File: src/rtl/alu_exec_unit.sv
// alu_exec_unit: EX-stage ALU with built-in control decode.
// Base operations finish in one cycle. When ALU_EXEC_MD_EN is defined, the
// RV32M multiply/divide operations run on an iterative shift-add /
// restoring-divide datapath (IDLE -> ITER -> FIX -> IDLE).
module alu_exec_unit #(
   parameter int unsigned XLEN  = 32,
   parameter int unsigned CNT_W = $clog2(XLEN) + 1
) (
   input  logic            clk_i,
   input  logic            rst_i,
   input  logic            flush_i,
   input  logic            valid_i,
   output logic            ready_o,
   input  logic [3:0]      alu_op_i,
   input  logic [2:0]      funct_3_i,
   input  logic [6:0]      funct_7_i,
   input  logic [XLEN-1:0] op_a_i,
   input  logic [XLEN-1:0] op_b_i,
   output logic [XLEN-1:0] result_o,
   output logic            branch_o,
   output logic            valid_o
);

   localparam int unsigned SH_W = CNT_W - 1;

   logic [XLEN-1:0] sum_c;
   logic [XLEN-1:0] alu_res_c;
   logic            br_c;
   logic            accept_c;

   assign sum_c = op_a_i + op_b_i;

   // Decode and evaluate all single-cycle operations
   always_comb begin
      alu_res_c = sum_c;
      br_c      = 1'b0;
      case (alu_op_i)
         4'b0000: begin
            if (funct_7_i == 7'b0000000 && funct_3_i == 3'b100)
               alu_res_c = op_a_i ^ op_b_i;
            else if (funct_7_i == 7'b0100000 && funct_3_i == 3'b000)
               alu_res_c = op_a_i - op_b_i;
         end
         4'b0001: alu_res_c = op_b_i;
         4'b0010: begin
            if (funct_3_i == 3'b101)
               br_c = ($signed(op_a_i) >= $signed(op_b_i));
            else if (funct_3_i == 3'b001)
               br_c = (op_a_i != op_b_i);
         end
         4'b0011: alu_res_c = op_a_i + XLEN'(4);
         4'b0101: begin
            case (funct_3_i)
               3'b001:  alu_res_c = op_a_i << op_b_i[SH_W-1:0];
               3'b101:  alu_res_c = $signed(op_a_i) >>> op_b_i[SH_W-1:0];
               default: alu_res_c = sum_c;
            endcase
         end
         default: alu_res_c = sum_c;
      endcase
   end

`ifdef ALU_EXEC_MD_EN
   typedef enum logic [1:0] {
      IDLE = 2'd0,
      ITER = 2'd1,
      FIX  = 2'd2
   } state_t;

   localparam logic [XLEN-1:0] MIN_VAL = {1'b1, {(XLEN-1){1'b0}}};

   state_t            state_q, state_d;
   logic [2*XLEN-1:0] acc_q;
   logic [XLEN-1:0]   opnd_q;
   logic              neg_a_q, neg_b_q;
   logic [2:0]        fn_q;
   logic [CNT_W-1:0]  cnt_q;

   logic              md_c;
   logic              sgn_a_c, sgn_b_c, neg_a_c, neg_b_c;
   logic [XLEN-1:0]   mag_a_c, mag_b_c;
   logic              div_zero_c, div_ovf_c;
   logic [XLEN:0]     mul_sum_c, div_sh_c;
   logic [XLEN-1:0]   div_dif_c;
   logic              div_ge_c;
   logic [2*XLEN-1:0] step_c, prod_c;
   logic [XLEN-1:0]   fix_res_c;

   assign md_c     = (alu_op_i == 4'b0000) && (funct_7_i == 7'b0000001);
   assign ready_o  = (state_q == IDLE);
   assign accept_c = valid_i && ready_o && !flush_i;

   // Operand signedness, magnitudes and divide special cases at accept
   always_comb begin
      sgn_a_c    = (funct_3_i == 3'b001) || (funct_3_i == 3'b010) ||
                   (funct_3_i == 3'b100) || (funct_3_i == 3'b110);
      sgn_b_c    = (funct_3_i == 3'b001) || (funct_3_i == 3'b100) ||
                   (funct_3_i == 3'b110);
      neg_a_c    = sgn_a_c && op_a_i[XLEN-1];
      neg_b_c    = sgn_b_c && op_b_i[XLEN-1];
      mag_a_c    = neg_a_c ? -op_a_i : op_a_i;
      mag_b_c    = neg_b_c ? -op_b_i : op_b_i;
      div_zero_c = funct_3_i[2] && (op_b_i == '0);
      div_ovf_c  = funct_3_i[2] && !funct_3_i[0] &&
                   (op_a_i == MIN_VAL) && (op_b_i == '1);
   end

   // One multiply or divide iteration on the shared accumulator
   always_comb begin
      mul_sum_c = {1'b0, acc_q[2*XLEN-1:XLEN]} +
                  (acc_q[0] ? {1'b0, opnd_q} : {(XLEN+1){1'b0}});
      div_sh_c  = {acc_q[2*XLEN-1:XLEN], acc_q[XLEN-1]};
      div_ge_c  = (div_sh_c >= {1'b0, opnd_q});
      div_dif_c = div_sh_c[XLEN-1:0] - opnd_q;
      if (fn_q[2])
         step_c = {(div_ge_c ? div_dif_c : div_sh_c[XLEN-1:0]),
                   acc_q[XLEN-2:0], div_ge_c};
      else
         step_c = {mul_sum_c, acc_q[XLEN-1:1]};
   end

   // Sign correction and result selection in FIX
   always_comb begin
      prod_c = (neg_a_q ^ neg_b_q) ? -acc_q : acc_q;
      if (!fn_q[2])
         fix_res_c = (fn_q == 3'b000) ? prod_c[XLEN-1:0] : prod_c[2*XLEN-1:XLEN];
      else if (fn_q[1])
         fix_res_c = neg_a_q ? -acc_q[2*XLEN-1:XLEN] : acc_q[2*XLEN-1:XLEN];
      else
         fix_res_c = (neg_a_q ^ neg_b_q) ? -acc_q[XLEN-1:0] : acc_q[XLEN-1:0];
   end

   // State register
   always_ff @(posedge clk_i) begin
      if (rst_i) state_q <= IDLE;
      else       state_q <= state_d;
   end

   // Next-state logic
   always_comb begin
      state_d = state_q;
      case (state_q)
         IDLE: begin
            if (accept_c && md_c)
               state_d = (div_zero_c || div_ovf_c) ? FIX : ITER;
         end
         ITER: begin
            if (flush_i)                     state_d = IDLE;
            else if (cnt_q == CNT_W'(1))     state_d = FIX;
         end
         FIX:     state_d = IDLE;
         default: state_d = IDLE;
      endcase
   end

   // Datapath and output registers
   always_ff @(posedge clk_i) begin
      if (rst_i) begin
         result_o <= '0;
         branch_o <= 1'b0;
         valid_o  <= 1'b0;
         acc_q    <= '0;
         opnd_q   <= '0;
         neg_a_q  <= 1'b0;
         neg_b_q  <= 1'b0;
         fn_q     <= '0;
         cnt_q    <= '0;
      end else begin
         valid_o <= 1'b0;
         if (accept_c) begin
            branch_o <= br_c;
            if (!md_c) begin
               result_o <= alu_res_c;
               valid_o  <= 1'b1;
            end else begin
               fn_q  <= funct_3_i;
               cnt_q <= CNT_W'(XLEN);
               if (div_zero_c) begin
                  acc_q   <= {op_a_i, {XLEN{1'b1}}};
                  neg_a_q <= 1'b0;
                  neg_b_q <= 1'b0;
               end else if (div_ovf_c) begin
                  acc_q   <= {{XLEN{1'b0}}, MIN_VAL};
                  neg_a_q <= 1'b0;
                  neg_b_q <= 1'b0;
               end else if (funct_3_i[2]) begin
                  acc_q   <= {{XLEN{1'b0}}, mag_a_c};
                  opnd_q  <= mag_b_c;
                  neg_a_q <= neg_a_c;
                  neg_b_q <= neg_b_c;
               end else begin
                  acc_q   <= {{XLEN{1'b0}}, mag_b_c};
                  opnd_q  <= mag_a_c;
                  neg_a_q <= neg_a_c;
                  neg_b_q <= neg_b_c;
               end
            end
         end
         if (state_q == ITER) begin
            acc_q <= step_c;
            cnt_q <= cnt_q - CNT_W'(1);
         end
         if (state_q == FIX && !flush_i) begin
            result_o <= fix_res_c;
            valid_o  <= 1'b1;
         end
      end
   end
`else
   assign ready_o  = 1'b1;
   assign accept_c = valid_i && !flush_i;

   // Output registers: every accepted operation completes in one cycle
   always_ff @(posedge clk_i) begin
      if (rst_i) begin
         result_o <= '0;
         branch_o <= 1'b0;
         valid_o  <= 1'b0;
      end else begin
         valid_o <= 1'b0;
         if (accept_c) begin
            result_o <= alu_res_c;
            branch_o <= br_c;
            valid_o  <= 1'b1;
         end
      end
   end
`endif

endmodule

File: config.mk
export PLATFORM = sky130hd
export DESIGN_NAME = alu_exec_unit
export DESIGN_NICKNAME = d
export VERILOG_FILES = /design/src/rtl/alu_exec_unit.sv
export SDC_FILE = /design/constraint.sdc
export NUM_CORES = 1
export LEC_CHECK = 0
export ABC_AREA = 1
export CELL_PAD_IN_SITES_DETAIL_PLACEMENT = 0
export CELL_PAD_IN_SITES_GLOBAL_PLACEMENT = 1
export CORE_ASPECT_RATIO = 0.7
export CORE_MARGIN = 10
export CORE_UTILIZATION = 40
export DETAILED_ROUTE_END_ITERATION = 6
export PLACE_DENSITY_LB_ADDON = 0.2
export SLEW_MARGIN = 10
export SYNTH_ARGS = -nofsm -noshare
export SYNTH_HDL_FRONTEND = slang
export SYNTH_SLANG_ARGS = --single-unit
File: constraint.sdc
create_clock -name clk_i -period 4 [get_ports clk_i]
set_clock_uncertainty 0.15 [all_clocks]
set_input_delay 1 -clock clk_i [delete_from_list [all_inputs] [get_ports clk_i]]
set_output_delay 1 -clock clk_i [all_outputs]
set_load 0.1 [all_outputs]
### After elaboration in Yosys (flattened, before gate mapping)

Cells that the tools add are included.

| cells by class | value |
|---|---|
| add/sub/neg operators | 3 |
| multipliers | 0 |
| divide/modulo/power cells | 0 |
| $lt $le $gt $ge | 1 |
| equality and inequality tests | 9 |
| shifts and indexed selects | 2 |
| mux-type cells | 8 |
| bitwise operators | 1 |
| reduce and logical (&&, ||, !) cells | 7 |

Operators by type and width:

| cell | count |
|---|---|
| 32-bit case mux with 4 select lines | 1 |
| 32-bit 2-to-1 mux | 2 |
| 32-bit case mux with 2 select lines | 1 |
| 32-bit by 3-bit adder with 32-bit output, second input constant | 1 |
| 32-bit adder | 1 |
| 32-bit >= comparator | 1 |
| 32-bit inequality test | 1 |
| 32-bit by 5-bit left shift with 32-bit output | 1 |
| 32-bit by 5-bit >>> shifter with 32-bit output | 1 |
| 32-bit subtractor | 1 |
| 32-bit XOR | 1 |
| 4-bit by 2-bit equality test with 1-bit output, second input constant | 2 |
| 7-bit by 6-bit equality test with 1-bit output, second input constant | 1 |
| 7-bit logical NOT | 1 |
| 3-bit equality test, second input constant | 2 |
| 4-bit by 1-bit equality test with 1-bit output, second input constant | 1 |
| 4-bit by 3-bit equality test with 1-bit output, second input constant | 1 |
| 4-bit logical NOT | 1 |
| 1-bit 2-to-1 mux | 4 |
| 3-bit by 1-bit equality test with 1-bit output, second input constant | 1 |
| 1-bit logical AND | 3 |
| 3-bit logical NOT | 1 |
| 1-bit logical NOT | 1 |

| storage, ports and cells | value |
|---|---|
| register bits | 34 |
| bits in latches | 0 |
| RAM bits | 0 |
| bits in read-only memories | 0 |
| input bits | 82 |
| output and inout port bits | 35 |
| memories kept | 0 |

### Depth between registers and ports, before layout

| logic depth | value |
|---|---|
| word-level depth | 5 |
| mapped depth | 22 |
| mapped depth without buffers | 19 |

### Worst setup path before layout

No wires, ideal clock.

| timing path | value |
|---|---|
| path kind | input to register |
| start | input op_b_i[3] |
| end | register result_o[13] |
| setup time | 0.109 ns |
| arrival time | 3.153 ns |
| required time | 3.741 ns |
| setup slack | 0.588 ns |
| stages | 20 |
| path buffers | 3 |
| cell sequence | buf_2 > clkinv_1 > buf_2 > buf_2 > ha_1 > nand2_1 > inv_1 > nand3_1 > o21ai_1 > nand2_1 > nand2_1 > nand2_1 > nand3_1 > nand2_1 > nor2_1 > o21ai_1 > nor2_1 > nand3_1 > nand2_1 > inv_1 |

| between the ends | value |
|---|---|
| cells in the longest elaborated chain, start to end | 4 |

Ends and longest elaborated chain:

| element | line | RTL |
|---|---|---|
| start: declaration | 18 | `input logic [XLEN-1:0] op_b_i,` |
| 32-bit adder / 32-bit subtractor (equally long branches) | 31, 42 |  |
| 32-bit 2-to-1 mux | 41 | `else if (funct_7_i == 7'b0100000 && funct_3_i == 3'b000)` |
| 32-bit 2-to-1 mux | 39 | `if (funct_7_i == 7'b0000000 && funct_3_i == 3'b100)` |
| 32-bit case mux with 4 select lines (*) | 37 | `case (alu_op_i)` |
| end signal: assignment | 222 | `result_o <= alu_res_c;` |
| end: declaration | 19 | `output logic [XLEN-1:0] result_o,` |

Every way passes the cells marked *; elsewhere a longest branch is shown, timed or not.
A chain may end at the register's enable or synchronous reset.

### Worst setup path after layout

| timing path | value |
|---|---|
| start | input op_b_i[24] |
| end | register result_o[25] |

Same word-level chain as after synthesis.

==> impl.org <==
** Status
- Outcome :: finished clean

** Synth
- Most used flip-flop cell after synthesis :: dfxtp_1
- Area fraction in compound gates after synthesis :: 15.9%
- After synthesis, the largest area contributor takes up 25.4% of total cell area.
- Fraction of synthesis flops using an asynchronous set or reset pin :: 0%
- After Yosys synthesis, full adders, half adders and majority gates account for 6.94% of the synthesized area.
- Number of warnings issued by yosys :: 0
- The synthesized netlist devotes 1.47% of its cell area to XOR and XNOR gates.
- Summing the areas of all and, or, nand and nor instances in the mapped netlist gives 54.8% of the synthesized area.
- The synthesized netlist occupies a cell area of ~0.012 mm2.
- A synthesized cell averages 4.97 um2.
- Biggest area consumer among synthesized cells :: nand2_1
- The number of nets handed over by synthesis was 2,659.
- Synthesis instantiated 55 different standard cells from the library.
- Yosys attributes the largest share of cell area to nand2_1 25%, nand3_1 18%, inv_1 9.4%, ha_1 6.6%, dfxtp_1 5.5%.
- Yosys mapped a number of flops with a built-in enable equal to 0.
- After synthesis, the share of cell area in mux cells is 0.181%.
- After synthesis, the largest family of logic cells by area is simple AND/OR/NAND/NOR gates.
- Number of instances in the synthesized netlist :: approximately 2,500
- Sequential share of the synthesized area :: 5.46%
- Counting flops and latches in the post-synthesis netlist gives 34.

** CTS
- The later pin in the worst-skew pair is clocked with a latency of 0.28 ns.
- Counting every sink on the clock net gives 34.
- Hold-fix buffers at CTS :: 0
- Clock tree from TritonCTS :: yes
- Deepest clock path buffer count :: 2
- In this run, CTS created clock tree buffers numbering 5.
- The root buffer cell chosen for the clock tree is clkbuf_16.
- H-tree Lvls :: 2
- Clock slew at reported path FFs :: 0.06 ns

** Final layout
- Area grow syn2layout :: 25.3%
- The multi-input combinational cells in the finished layout cover a total of 0.00992 mm2.
- In the final layout, flip-flops and latches occupy 681 um2.
- In the layout the commonest cells are 844 x nand2_1, 445 x nand3_1, 314 x inv_1.
- Fill cell total of the finished layout :: 3,439
- Proportion of layout cells with a drive suffix above 1 :: between 10% and 20%
- Leaving out fill and tap cells, the most frequent cell in the layout is nand2_1.
- Final #Nets :: 2,907
- The count of cells in the finished layout, fillers not included, comes to about 3,200.

** Critical path
- STA classifies the critical path startpoint as an input port.
- Type of destination of the critical path :: flip-flop
- At the worst endpoint, the arrival time is 3.87 ns.
- Data on the critical path is required at its endpoint by 4.01 ns.
- For this run, the slowest stage of the critical path takes 0.49 ns.
- The most numerous cell type found on the critical path is nand2_1.
- Crit-path slowest cell :: clkdlybuf4s50_1
- Along the worst path, the maximum fanout reaches 5.
- The worst setup path is of the in -> reg kind.
- The critical path goes through clkdlybuf4s50_1, inv_1, ha_1, inv_2, a21oi_1, o21ai_1, inv_1, nand2_1, a21oi_1, nand2_1, nand2_1, nand3_1, a21oi_1, nand2_1, nand2_1, a21oi_1.

** Timing
- In the finished design, the share of the clock period the worst path needs comes to a little over nine tenths.
- Endpoints failing setup :: 0
- Headroom to the max-slew limit came out at 30.7%.
- RSZ-0062 raised after global routing :: no
- Final max-slew violation count :: 0
- At the pin with the least slew margin, the transition time is 1.04 ns.
- Fin crit period :: 3.86 ns
- The total count of hold-check failures in the final report is 0.
- Fmax :: 259 MHz
- Final critical-path setup slack :: 0.140 ns

** Placement
- Timing analysis after detailed placement gives a worst setup slack of -0.185 ns.
- Once placement completed, the tool counted placed cells totaling 3,170.
- Port-buffer cells :: 115
- Detailed placement ended at an HPWL of ~61 mm.
- Routability-driven placement finished with a final weighted congestion of 1.10.

** Power and ir drop
- Reported leakage power :: 8.32 nW
- The design draws 0.00318 W.
- Peak VDD IR :: 255 uV
- Power density of the placed cells :: 203 mW/mm2

** Routing
- For this block, wires on met1 add up to 32.6 mm.
- Final WL :: 73.5 mm
- Routed length on met3 :: 13.2 mm
- The count of nets left with antenna violations once routing finished came out at 0.
- Wire length on met2 :: roughly 25 mm
- First-pass iteration count of the detailed router :: 6
- Total DRC errors in the routed layout :: 0
- Routed wire per std cell :: 23.1 um
- Iter 0 DRT Violations :: between 3,000 and 4,000
- Via Count :: 18,500
- In the routed layout, each cell is associated on average with a via count of roughly 5.8.
- Highest layer used for signal routing :: met5

** Global route
- Total congestion overflow :: 0
- Entering global routing, the biggest net connects 70 pins.
- Vias in the first global route :: 16,400
- The number of antenna violations at the first check in global routing came to 3.
- Global-route wire length before repair :: 106 mm
- Global routing used 36.1% of the available tracks.

** Die
- From bottom edge to top edge, the die measures ~170 um.
- Number of rows created at floorplan :: 54
- Full die area :: between 0.03 and 0.04 mm2
- Floorplan Core Area :: 0.0309 mm2
- IO Pins :: roughly 120
- Die Span X :: 231 um
- The initial utilization of the core area, before any placement, comes to a little over 40%.

** Job
- Number of maximum-capacitance violations :: 0

** Min path
- The path class of the tightest hold or removal check is reg -> reg.
synthesized netlist by cell type (6+ instances only):
| cell type | count |
|---|---|
| o211ai_1 | 40 |
| xor2_1 | 19 |
| nor2_1 | 168 |
| inv_1 | 314 |
| buf_4 | 15 |
| nor3_1 | 24 |
| nand3_1 | 446 |
| nand2_1 | 844 |
| nand4_1 | 22 |
| clkbuf_1 | 40 |
| nand2_2 | 17 |
| o21ai_0 | 99 |
| or2_2 | 6 |
| a21oi_1 | 135 |
| o21bai_1 | 15 |
| a21oi_2 | 6 |
| and2_1 | 11 |
| dfxtp_1 | 34 |
| ha_1 | 66 |
| buf_6 | 7 |
| nor2_2 | 12 |
| buf_1 | 8 |
| a31oi_1 | 7 |
| buf_2 | 49 |
| inv_2 | 18 |
| o21ai_1 | 20 |
worst paths after layout:
check | start | endpoint | slack (ns) | cells after the start
worst min register to register | result_o[8] | result_o[8] | 0.31 | 2
worst max-delay path | op_b_i[24] | result_o[25] | 0.14 | 16
worst min-delay path | result_o[8] | result_o[8] | 0.31 | 2
worst max register to register | result_o[12] | result_o[12] | 3.10 | 2
layer usage:
metal / vias to the layer above / global-route usage [%]
met4: 4 / 10.4
li1: 8617 / -
met2: 1396 / 43.4
met5: - / 3.90
met1: 8377 / 53.2
met3: 118 / 16.9
state kept, by name, summed over array words and instances, names as in the netlist:
register  count
branch_o      1
result_o     32
valid_o       1
critical path, delay by kind of cell:
family / cells / cell delay (ns)
buf+inv: 4 / 0.72
simple gates: 6 / 0.64
compound gates: 5 / 1.08
fa+ha+maj: 1 / 0.42
cell type report:
class | instances | share of cell area, %
multi-input combinational | 2017 | 63.4
timing repair buffer | 361 | 19.7
inverter | 338 | 8.15
tap | 420 | 3.36
antenna | 3 | 0.0480
clock buffer | 7 | 0.912
clock inverter | 1 | 0.0320
sequential | 34 | 4.35
repair_timing:
item                       CTS  global route
gates resized for setup      0             6
setup endpoints to repair    0             5
setup buffers                0             0
hold endpoints to repair     0             0
per-stage QoR:
step           hold WS, ns  TNS, ns  instance area (um2)  utilization [%]
6_report             0.313        0                15600             50.5
5_1_grt              0.336        0                15600             50.5
4_1_cts              0.313        0                15600             50.4
3_5_place_dp         0.304   -0.398                15500             50.0
3_3_place_gp         0.302   -0.382                15500             50.0
2_1_floorplan        0.759        0                12500                -
kinds of logic (layout without fill, tap and decap cells):
kind of cell    after synthesis  in the layout
simple gates               1580           1580
buf+inv                     458            707
compound gates              346            346
fa+ha+maj                    68             68
flops                        34             34
xor+xnor                     21             21
other cells                   1              4
mux                           1              1
report_power, final:
part | total [W] | switching, W | leakage (nW) | internal (W)
Clock | 0.000408 | 0.000161 | 0.0739 | 0.000247
Sequential | 0.000376 | 0.0000137 | 0.278 | 0.000362
Combinational | 0.00240 | 0.00161 | 7.97 | 0.000788
(Power assumes the default switching activity.)
